File: src/rtl/expr_eval_if.sv
`default_nettype none
// ============================================================================
// Module      : expr_eval_if
// Description : Character-stream bundle between a character source and the
//               expression evaluator.
//               master : drives in / in_valid, observes result / done / error
//               slave  : consumes in / in_valid, drives result / done / error
//               Signals:
//                 in       [7:0]        ASCII character
//                 in_valid              in is consumed on a rising edge when 1
//                 result   [WIDTH-1:0]  value of the last terminated expression
//                 done                  one-cycle termination pulse
//                 error                 last terminated expression was malformed
// Revision    : 1.0 - initial release
// ============================================================================
interface expr_eval_if #(
    parameter int WIDTH = 16
);
    logic [7:0]       in;
    logic             in_valid;
    logic [WIDTH-1:0] result;
    logic             done;
    logic             error;

    modport master (
        output in,
        output in_valid,
        input  result,
        input  done,
        input  error
    );

    modport slave (
        input  in,
        input  in_valid,
        output result,
        output done,
        output error
    );
endinterface
`default_nettype wire

File: src/rtl/expr_eval.sv
`default_nettype none
// ============================================================================
// Module      : expr_eval
// Description : Evaluates expressions of the form digit (op digit)* '=' from
//               an ASCII stream, op in {'+','*'}, '*' binding tighter than
//               '+'. All arithmetic is modulo 2^WIDTH. On '=' the value (or an
//               error flag for a malformed expression) is registered and done
//               pulses for one cycle.
// Ports       : clk    - system clock, rising edge
//               clr_n  - synchronous active-low reset
//               bus    - expr_eval_if.slave (in, in_valid, result, done, error)
// Options     : EXPR_EVAL_MULTIDIGIT_EN - when defined, a digit following a
//               digit extends the operand (num = num*10 + d); otherwise it is
//               a syntax error.
// Revision    : 1.0 - initial release
// ============================================================================
module expr_eval #(
    parameter int WIDTH = 16
) (
    input  wire logic   clk,
    input  wire logic   clr_n,
    expr_eval_if.slave  bus
);
    localparam logic [7:0]       CH_ZERO = 8'h30;
    localparam logic [7:0]       CH_NINE = 8'h39;
    localparam logic [7:0]       CH_ADD  = 8'h2B;
    localparam logic [7:0]       CH_MUL  = 8'h2A;
    localparam logic [7:0]       CH_TERM = 8'h3D;
    localparam logic [WIDTH-1:0] ONE     = WIDTH'(1);

    typedef enum logic [1:0] {
        EXP_NUM = 2'd0,
        EXP_OP  = 2'd1,
        ERR     = 2'd2
    } state_t;

    state_t           state, state_n;
    logic [WIDTH-1:0] sum,    sum_n;
    logic [WIDTH-1:0] prod,   prod_n;
    logic [WIDTH-1:0] num,    num_n;
    logic [WIDTH-1:0] result, result_n;
    logic             error,  error_n;
    logic             done,   done_n;

    logic             is_digit;
    logic [WIDTH-1:0] digit;
    logic [WIDTH-1:0] term;

    // ASCII '0'..'9' occupy 0x30..0x39, so the low nibble is the digit value.
    assign is_digit = (bus.in >= CH_ZERO) && (bus.in <= CH_NINE);
    assign digit    = {{(WIDTH-4){1'b0}}, bus.in[3:0]};
    // Value of the current term once the pending operand is folded in.
    assign term     = prod * num;

    always_ff @(posedge clk) begin
        if (!clr_n) begin
            state  <= EXP_NUM;
            sum    <= '0;
            prod   <= ONE;
            num    <= '0;
            result <= '0;
            error  <= 1'b0;
            done   <= 1'b0;
        end else begin
            state  <= state_n;
            sum    <= sum_n;
            prod   <= prod_n;
            num    <= num_n;
            result <= result_n;
            error  <= error_n;
            done   <= done_n;
        end
    end

    always_comb begin
        state_n  = state;
        sum_n    = sum;
        prod_n   = prod;
        num_n    = num;
        result_n = result;
        error_n  = error;
        done_n   = 1'b0;

        if (bus.in_valid) begin
            case (state)
                EXP_NUM: begin
                    if (is_digit) begin
                        num_n   = digit;
                        state_n = EXP_OP;
                    end else if (bus.in == CH_TERM) begin
                        // Empty expression or trailing operator.
                        result_n = '0;
                        error_n  = 1'b1;
                        done_n   = 1'b1;
                        sum_n    = '0;
                        prod_n   = ONE;
                        num_n    = '0;
                        state_n  = EXP_NUM;
                    end else begin
                        state_n = ERR;
                    end
                end
                EXP_OP: begin
                    if (bus.in == CH_MUL) begin
                        prod_n  = term;
                        state_n = EXP_NUM;
                    end else if (bus.in == CH_ADD) begin
                        sum_n   = sum + term;
                        prod_n  = ONE;
                        state_n = EXP_NUM;
                    end else if (bus.in == CH_TERM) begin
                        result_n = sum + term;
                        error_n  = 1'b0;
                        done_n   = 1'b1;
                        sum_n    = '0;
                        prod_n   = ONE;
                        num_n    = '0;
                        state_n  = EXP_NUM;
`ifdef EXPR_EVAL_MULTIDIGIT_EN
                    end else if (is_digit) begin
                        // num*10 as shift-and-add.
                        num_n   = (num << 3) + (num << 1) + digit;
                        state_n = EXP_OP;
`endif
                    end else begin
                        state_n = ERR;
                    end
                end
                ERR: begin
                    if (bus.in == CH_TERM) begin
                        result_n = '0;
                        error_n  = 1'b1;
                        done_n   = 1'b1;
                        sum_n    = '0;
                        prod_n   = ONE;
                        num_n    = '0;
                        state_n  = EXP_NUM;
                    end
                end
                default: begin
                    state_n = EXP_NUM;
                end
            endcase
        end
    end

    assign bus.result = result;
    assign bus.error  = error;
    assign bus.done   = done;
endmodule
`default_nettype wire

File: src/flat_wrapper.sv
// flat-port wrapper written by rule: the top's interface ports become plain ports
module expr_eval_flat 
#(
    parameter int WIDTH = 16
)
  (clk, clr_n, bus_in, bus_in_valid, bus_result, bus_done, bus_error);
  expr_eval_if #(.WIDTH(WIDTH)) bus_i ();
  input  wire logic clk;
  input  wire logic clr_n;
  input wire logic [$bits(bus_i.in)-1:0] bus_in;
  input wire logic [$bits(bus_i.in_valid)-1:0] bus_in_valid;
  output wire logic [$bits(bus_i.result)-1:0] bus_result;
  output wire logic [$bits(bus_i.done)-1:0] bus_done;
  output wire logic [$bits(bus_i.error)-1:0] bus_error;
  assign bus_i.in = bus_in;
  assign bus_i.in_valid = bus_in_valid;
  assign bus_result = bus_i.result;
  assign bus_done = bus_i.done;
  assign bus_error = bus_i.error;
  expr_eval #(.WIDTH(WIDTH)) u_core (.clk(clk), .clr_n(clr_n), .bus(bus_i));
endmodule
File: config.mk
export PLATFORM = sky130hd
export DESIGN_NAME = expr_eval_flat
export DESIGN_NICKNAME = d
export VERILOG_FILES = /design/src/rtl/expr_eval_if.sv /design/src/rtl/expr_eval.sv /design/src/flat_wrapper.sv
export SDC_FILE = /design/constraint.sdc
export NUM_CORES = 1
export LEC_CHECK = 0
export BUFFER_PORTS_ARGS = -buffer_cell sky130_fd_sc_hd__buf_2
export CAP_MARGIN = 20
export CORE_MARGIN = 2
export CORE_UTILIZATION = 55
export DETAILED_ROUTE_END_ITERATION = 10
export GPL_TIMING_DRIVEN = 0
export PLACE_DENSITY = 0.77
export REMOVE_ABC_BUFFERS = 1
export SYNTH_ARGS = -nofsm -noshare
export SYNTH_HDL_FRONTEND = slang
export SYNTH_SLANG_ARGS = --single-unit
File: constraint.sdc
create_clock -name clk -period 8.3 [get_ports clk]
set_input_delay 1.66 -clock clk [delete_from_list [all_inputs] [get_ports clk]]
set_output_delay 1.66 -clock clk [all_outputs]
set_load 0.02 [all_outputs]
# --- Word level (Yosys, flattened, before mapping) ---
# Cells that the tools add are included.
op_classes:
  add_sub_neg: 1
  mul: 1
  magnitude_cmp: 2
  n_eq_ne: 10
  muxes: 38
  reduce_logical: 9
ops:
  columns: ["cell", "count"]
  rows:
  - ["2-to-1 mux 16 bit", 17]
  - ["one-hot mux 16 bit (3 select lines)", 4]
  - ["== test 8 x 6 -> 1 bit (second input constant)", 3]
  - ["adder 16 bit", 1]
  - ["multiplier 16 x 16 -> 16 bit", 1]
  - ["2-to-1 mux 2 bit", 5]
  - ["2-to-1 mux 1 bit", 9]
  - ["greater-or-equal comparator 8 x 6 -> 1 bit (second input constant)", 1]
  - ["less-or-equal comparator 8 x 6 -> 1 bit (second input constant)", 1]
  - ["AND reduction 4 bit", 2]
  - ["inequality test 2 bit (second input constant)", 3]
  - ["one-hot mux 1 bit (3 select lines)", 2]
  - ["one-hot mux 2 bit (3 select lines)", 1]
  - ["AND reduction 6 bit", 1]
  - ["inequality test 2 x 1 -> 1 bit (second input constant)", 2]
  - ["AND reduction 2 bit", 2]
  - ["AND reduction 3 bit", 1]
  - ["nonzero test 3 bit", 1]
  - ["== test 2 x 1 -> 1 bit (second input constant)", 1]
  - ["== test 2 bit (second input constant)", 1]
  - ["logical NOT 2 bit", 1]
  - ["logical AND 1 bit", 1]
word_totals:
  ff_bits: 68
  in_bits: 11
  output_inout_bits: 18

# --- Longest topological paths before layout ---
depth:
  depth_word: 6
  mapped_depth: 27

# --- Least setup slack after synthesis ---
# OpenSTA, ideal clock, no wires.
synth_path:
  kind: "reg2reg"
  startpoint: "reg u_core.num[1]"
  endpoint: "reg u_core.result[15], in the netlist u_core.bus.result[15]"
  setup_time_ns: 0.117
  t_arrival_ns: 5.946
  path_slack_ns: 2.236
  stages_incl_launch_ff: 27
  n_path_buf: 2
  cell_sequence: "dfxtp_1 clkbuf_1 nand2_1 fa_1 fa_1 inv_1 ha_1 fa_1 ha_1 inv_1 fa_1 inv_1 ha_1 o21a_1 o31a_1 o21a_1 nor2_1 xnor2_1 ha_1 clkbuf_1 a21o_1 a21o_1 a211o_1 a41oi_1 o31ai_1 xnor3_1 a32o_1"
synth_via:
  elab_chain_len: 6
synth_rtl:
  columns: ["item", "line_no", "text"]
  rows:
  - ["from (decl)", "expr_eval.sv:40", "logic [WIDTH-1:0] num, num_n;"]
  - ["from (signal assigned)", "expr_eval.sv:68", "num <= num_n;"]
  - ["multiplier 16 x 16 -> 16 bit", "expr_eval.sv:53", "assign term = prod * num;"]
  - ["adder 16 bit", "expr_eval.sv:112", "result_n = sum + term;"]
  - ["2-to-1 mux 16 bit", "expr_eval.sv:111", "end else if (bus.in == CH_TERM) begin"]
  - ["2-to-1 mux 16 bit", "expr_eval.sv:107", "end else if (bus.in == CH_ADD) begin"]
  - ["2-to-1 mux 16 bit", "expr_eval.sv:104", "if (bus.in == CH_MUL) begin"]
  - ["one-hot mux 16 bit (3 select lines)", "expr_eval.sv:85", "case (state)"]
  - ["to (signal assigned)", "expr_eval.sv:69", "result <= result_n;"]
  - ["to (decl)", "expr_eval.sv:41", "logic [WIDTH-1:0] result, result_n;"]
# Every way passes these cells. The select of a mux whose other input is x is not followed.
# A chain may end at the register's enable or synchronous reset.

# --- Worst setup path after layout ---
# Ends and elaborated chain as after synthesis.

==> run summary <==
register bit total from synthesis: 68
CTS tree: yes
die area: 14240 um^2
Die Span Y: 119.3 um
Setup WS post-layout: 1483 ps
# rows: 42
CP endpoint kind: register
port buffer count: 28
Setup WS pre-CTS: 1550 ps
Post-Syn Area: 7316 um^2
wl on met1: 7.415 mm
Antenna Nets Post-Route: 0
Worst R2R Path Depth: 20
Hold Buf Count CTS: 0
clk_skew: 3.827 ps
Critical Path Fanout Max: 16
Final Hold Vio Count: 0
drt pass-1 iters: 5
EDFF count, synth: 0
FF+latch area: 1361 um^2
WL/cell: 15.85 um
warning count from the yosys run: 0
Syn Inst Count: 840
Core Area: 13140 um^2
vias: 5727
critical path class: reg2reg
Req. time, crit path: 8520 ps
Final period util: 0.8213
Starting Density: 0.5569
Final min period: 6817 ps
CTS Buffer Depth: 2
fmax: 0.1467 GHz
first-pass GRT wire length: 27.79 mm
H-tree lvl count: 3
initial antenna violation count: 0
status: completed
top sig layer: met4
Top Ports: 29
GP Congestion: 0.9137
Syn Area/Cell: 8.709 um^2
Syn-to-layout area delta: 6.585%
RSZ-0062 raised after global routing: false
met2 wire len: 7.739 mm
max incr delay on CP: 760 ps
maximum VDD drop: 0.1533 mV
Core Util, Final: 0.5935
total global-route track usage: 0.2435
PwrDens: 88.68 nW/um^2
ant diodes: 0
remaining routing DRC violations: 0
type of the worst min-delay path: reg2reg
detailed placement HPWL: 12.28 mm
Worst path most repeated cell: fa_1
via/cell ratio: 5.582
area of the multi-input gates: 5331 um^2
Max Slew Vio Count: 0
number of global-route vias before repair: 5738
total power draw: 0.6915 mW
CTS Buf Count: 9
critical path startpoint category: register
Layout Nets: 1006
aggregate global routing overflow: 0
chip width: 119.3 um
Slew headroom: 0.3771
fin cells: 1026
CTS sink cnt: 68
total negative slack: 0 ps
Max Cap Violations: 0
cell depth of the worst hold path: 2
Clock Latency Late Sink: 330 ps
setup bufs post-CTS: 0
fraction of final layout cells sized beyond drive strength 1: 0.05176
Final setup viols: 0
CTS root buf: clkbuf_16
CTS clock-pin slew for the worst setup and hold paths: 50 ps
pin count of the biggest net entering global routing: 48
Critical Path AT: 7040 ps
Top FF cell, synth: dfxtp_1
Max stage delay cell, worst path: dfxtp_1
crit path cell chain: nand2_1 -> fa_1 -> fa_1 -> fa_1 -> fa_1 -> inv_1 -> fa_1 -> inv_1 -> fa_1 -> inv_1 -> ha_1 -> nand2_1 -> o31ai_1 -> xor2_1 -> ha_1 -> a211o_1 -> a41oi_1 -> o31ai_1 -> xnor3_1 -> a32o_1
final WL: 16.27 mm
leakage: 3.794 nW
sequential element share of the synthesized area: 0.1861
placed cells: 1010
Worst-Margin Slew: 929.4 ps
Starting DRT DRC Count: 322
routed wl met3: 762 um
fillers: 1204
Resize count post-CTS: 0
Netlist cell types: 59
Async SR Flop Fraction: 0
## power by group
group | internal, mW | switching, mW
clock network | 0.209 | 0.131
registers | 0.328 | 0.00164
logic | 0.00680 | 0.0151
total | 0.544 | 0.148
## per-stage QoR
step	hold slack (ps)	cell area, um^2
after floorplan	440.6	7166
after global placement	436.7	7526
after detailed placement	443.6	7533
after CTS	451.8	7797
after global routing	477.6	7797
final	446.6	7797
## path summary, 6_finish.rpt
kind | from | end | slack (ps)
max | u_core.num[1] | u_core.bus.result[15] | 1480
min | u_core.bus.result[3] | u_core.bus.result[3] | 450
max reg2reg | u_core.num[1] | u_core.bus.result[15] | 1480
min reg2reg | u_core.bus.result[3] | u_core.bus.result[3] | 450
## critical path: cells and delay by family (launching register included)
| kind | cells | cell delay (ps) |
|---|---|---|
| fa+ha+maj | 8 | 3770 |
| compound gates | 5 | 1150 |
| flops | 1 | 760 |
| xor+xnor | 2 | 610 |
| simple gates | 2 | 250 |
| buf+inv | 3 | 140 |
## cell usage in the layout, fill, tap and decap left out, drive strengths merged, types with 2 or more instances in the layout
master / n
a211oi: 5
a21o: 10
a21oi: 25
a22oi: 26
a2bb2oi: 5
a31oi: 3
a41oi: 3
and2: 89
and3: 16
buf: 29
clkbuf: 14
clkinv: 2
dfxtp: 68
fa: 81
ha: 69
inv: 126
mux2i: 4
nand2: 74
nand2b: 3
nand3: 14
nand4: 2
nand4b: 2
nor2: 51
nor2b: 6
nor3: 6
nor3b: 2
o211ai: 2
o21a: 15
o21ai: 20
o21bai: 2
o22ai: 2
o31a: 4
o31ai: 4
or3: 5
xnor2: 30
xnor3: 5
xor2: 8
## cell families after synthesis
| group | synth area share |
|---|---|
| buffers and inverters | 0.08517 |
| adder cells (fa/ha/maj) | 0.3397 |
| AO/OA/AOI/OAI | 0.1302 |
| flip-flops | 0.1861 |
| AND/OR/NAND/NOR | 0.1924 |
| XOR/XNOR | 0.06106 |
| multiplexers | 0.005473 |
## flip-flops by register name, summed over array words and instances (netlist names)
register,count
u_core.bus.done,1
u_core.bus.error,1
u_core.bus.result,16
u_core.num,16
u_core.prod,16
u_core.state,2
u_core.sum,16
## layout make-up
type                    count  area share
clock buffers              14     0.03257
clock inverters             2    0.001284
inverters                 126     0.06065
multi-input cells         611      0.6837
flip-flops and latches     68      0.1746
well taps                 176     0.02824
repair buffers             29     0.01893
## cell usage after synthesis (all sizes together) (6+ instances only)
| cell | instances | area [um^2] |
|---|---|---|
| clkbuf | 32 | 130.1 |
| o21a | 15 | 112.6 |
| a21oi | 25 | 125.1 |
| o21ai | 20 | 100.1 |
| a22oi | 26 | 195.2 |
| a21o | 10 | 75.07 |
| nor2 | 51 | 191.4 |
| dfxtp | 68 | 1361 |
| and3 | 16 | 100.1 |
| nor3 | 6 | 30.03 |
| xor2 | 8 | 70.07 |
| inv | 126 | 473.0 |
| nor2b | 6 | 37.54 |
| nand2 | 74 | 277.8 |
| fa | 81 | 1622 |
| nand3 | 14 | 70.07 |
| xnor2 | 30 | 262.8 |
| ha | 69 | 863.3 |
| and2 | 89 | 556.8 |
## metal layers
layer / global-route usage / up-vias
li1: - / 2749
met2: 0.4048 / 134
met3: 0.03831 / 26
met4: 0.07941 / 0
met5: 0 / -
met1: 0.3265 / 2818
Note: power is estimated with default switching activity, not from simulation.
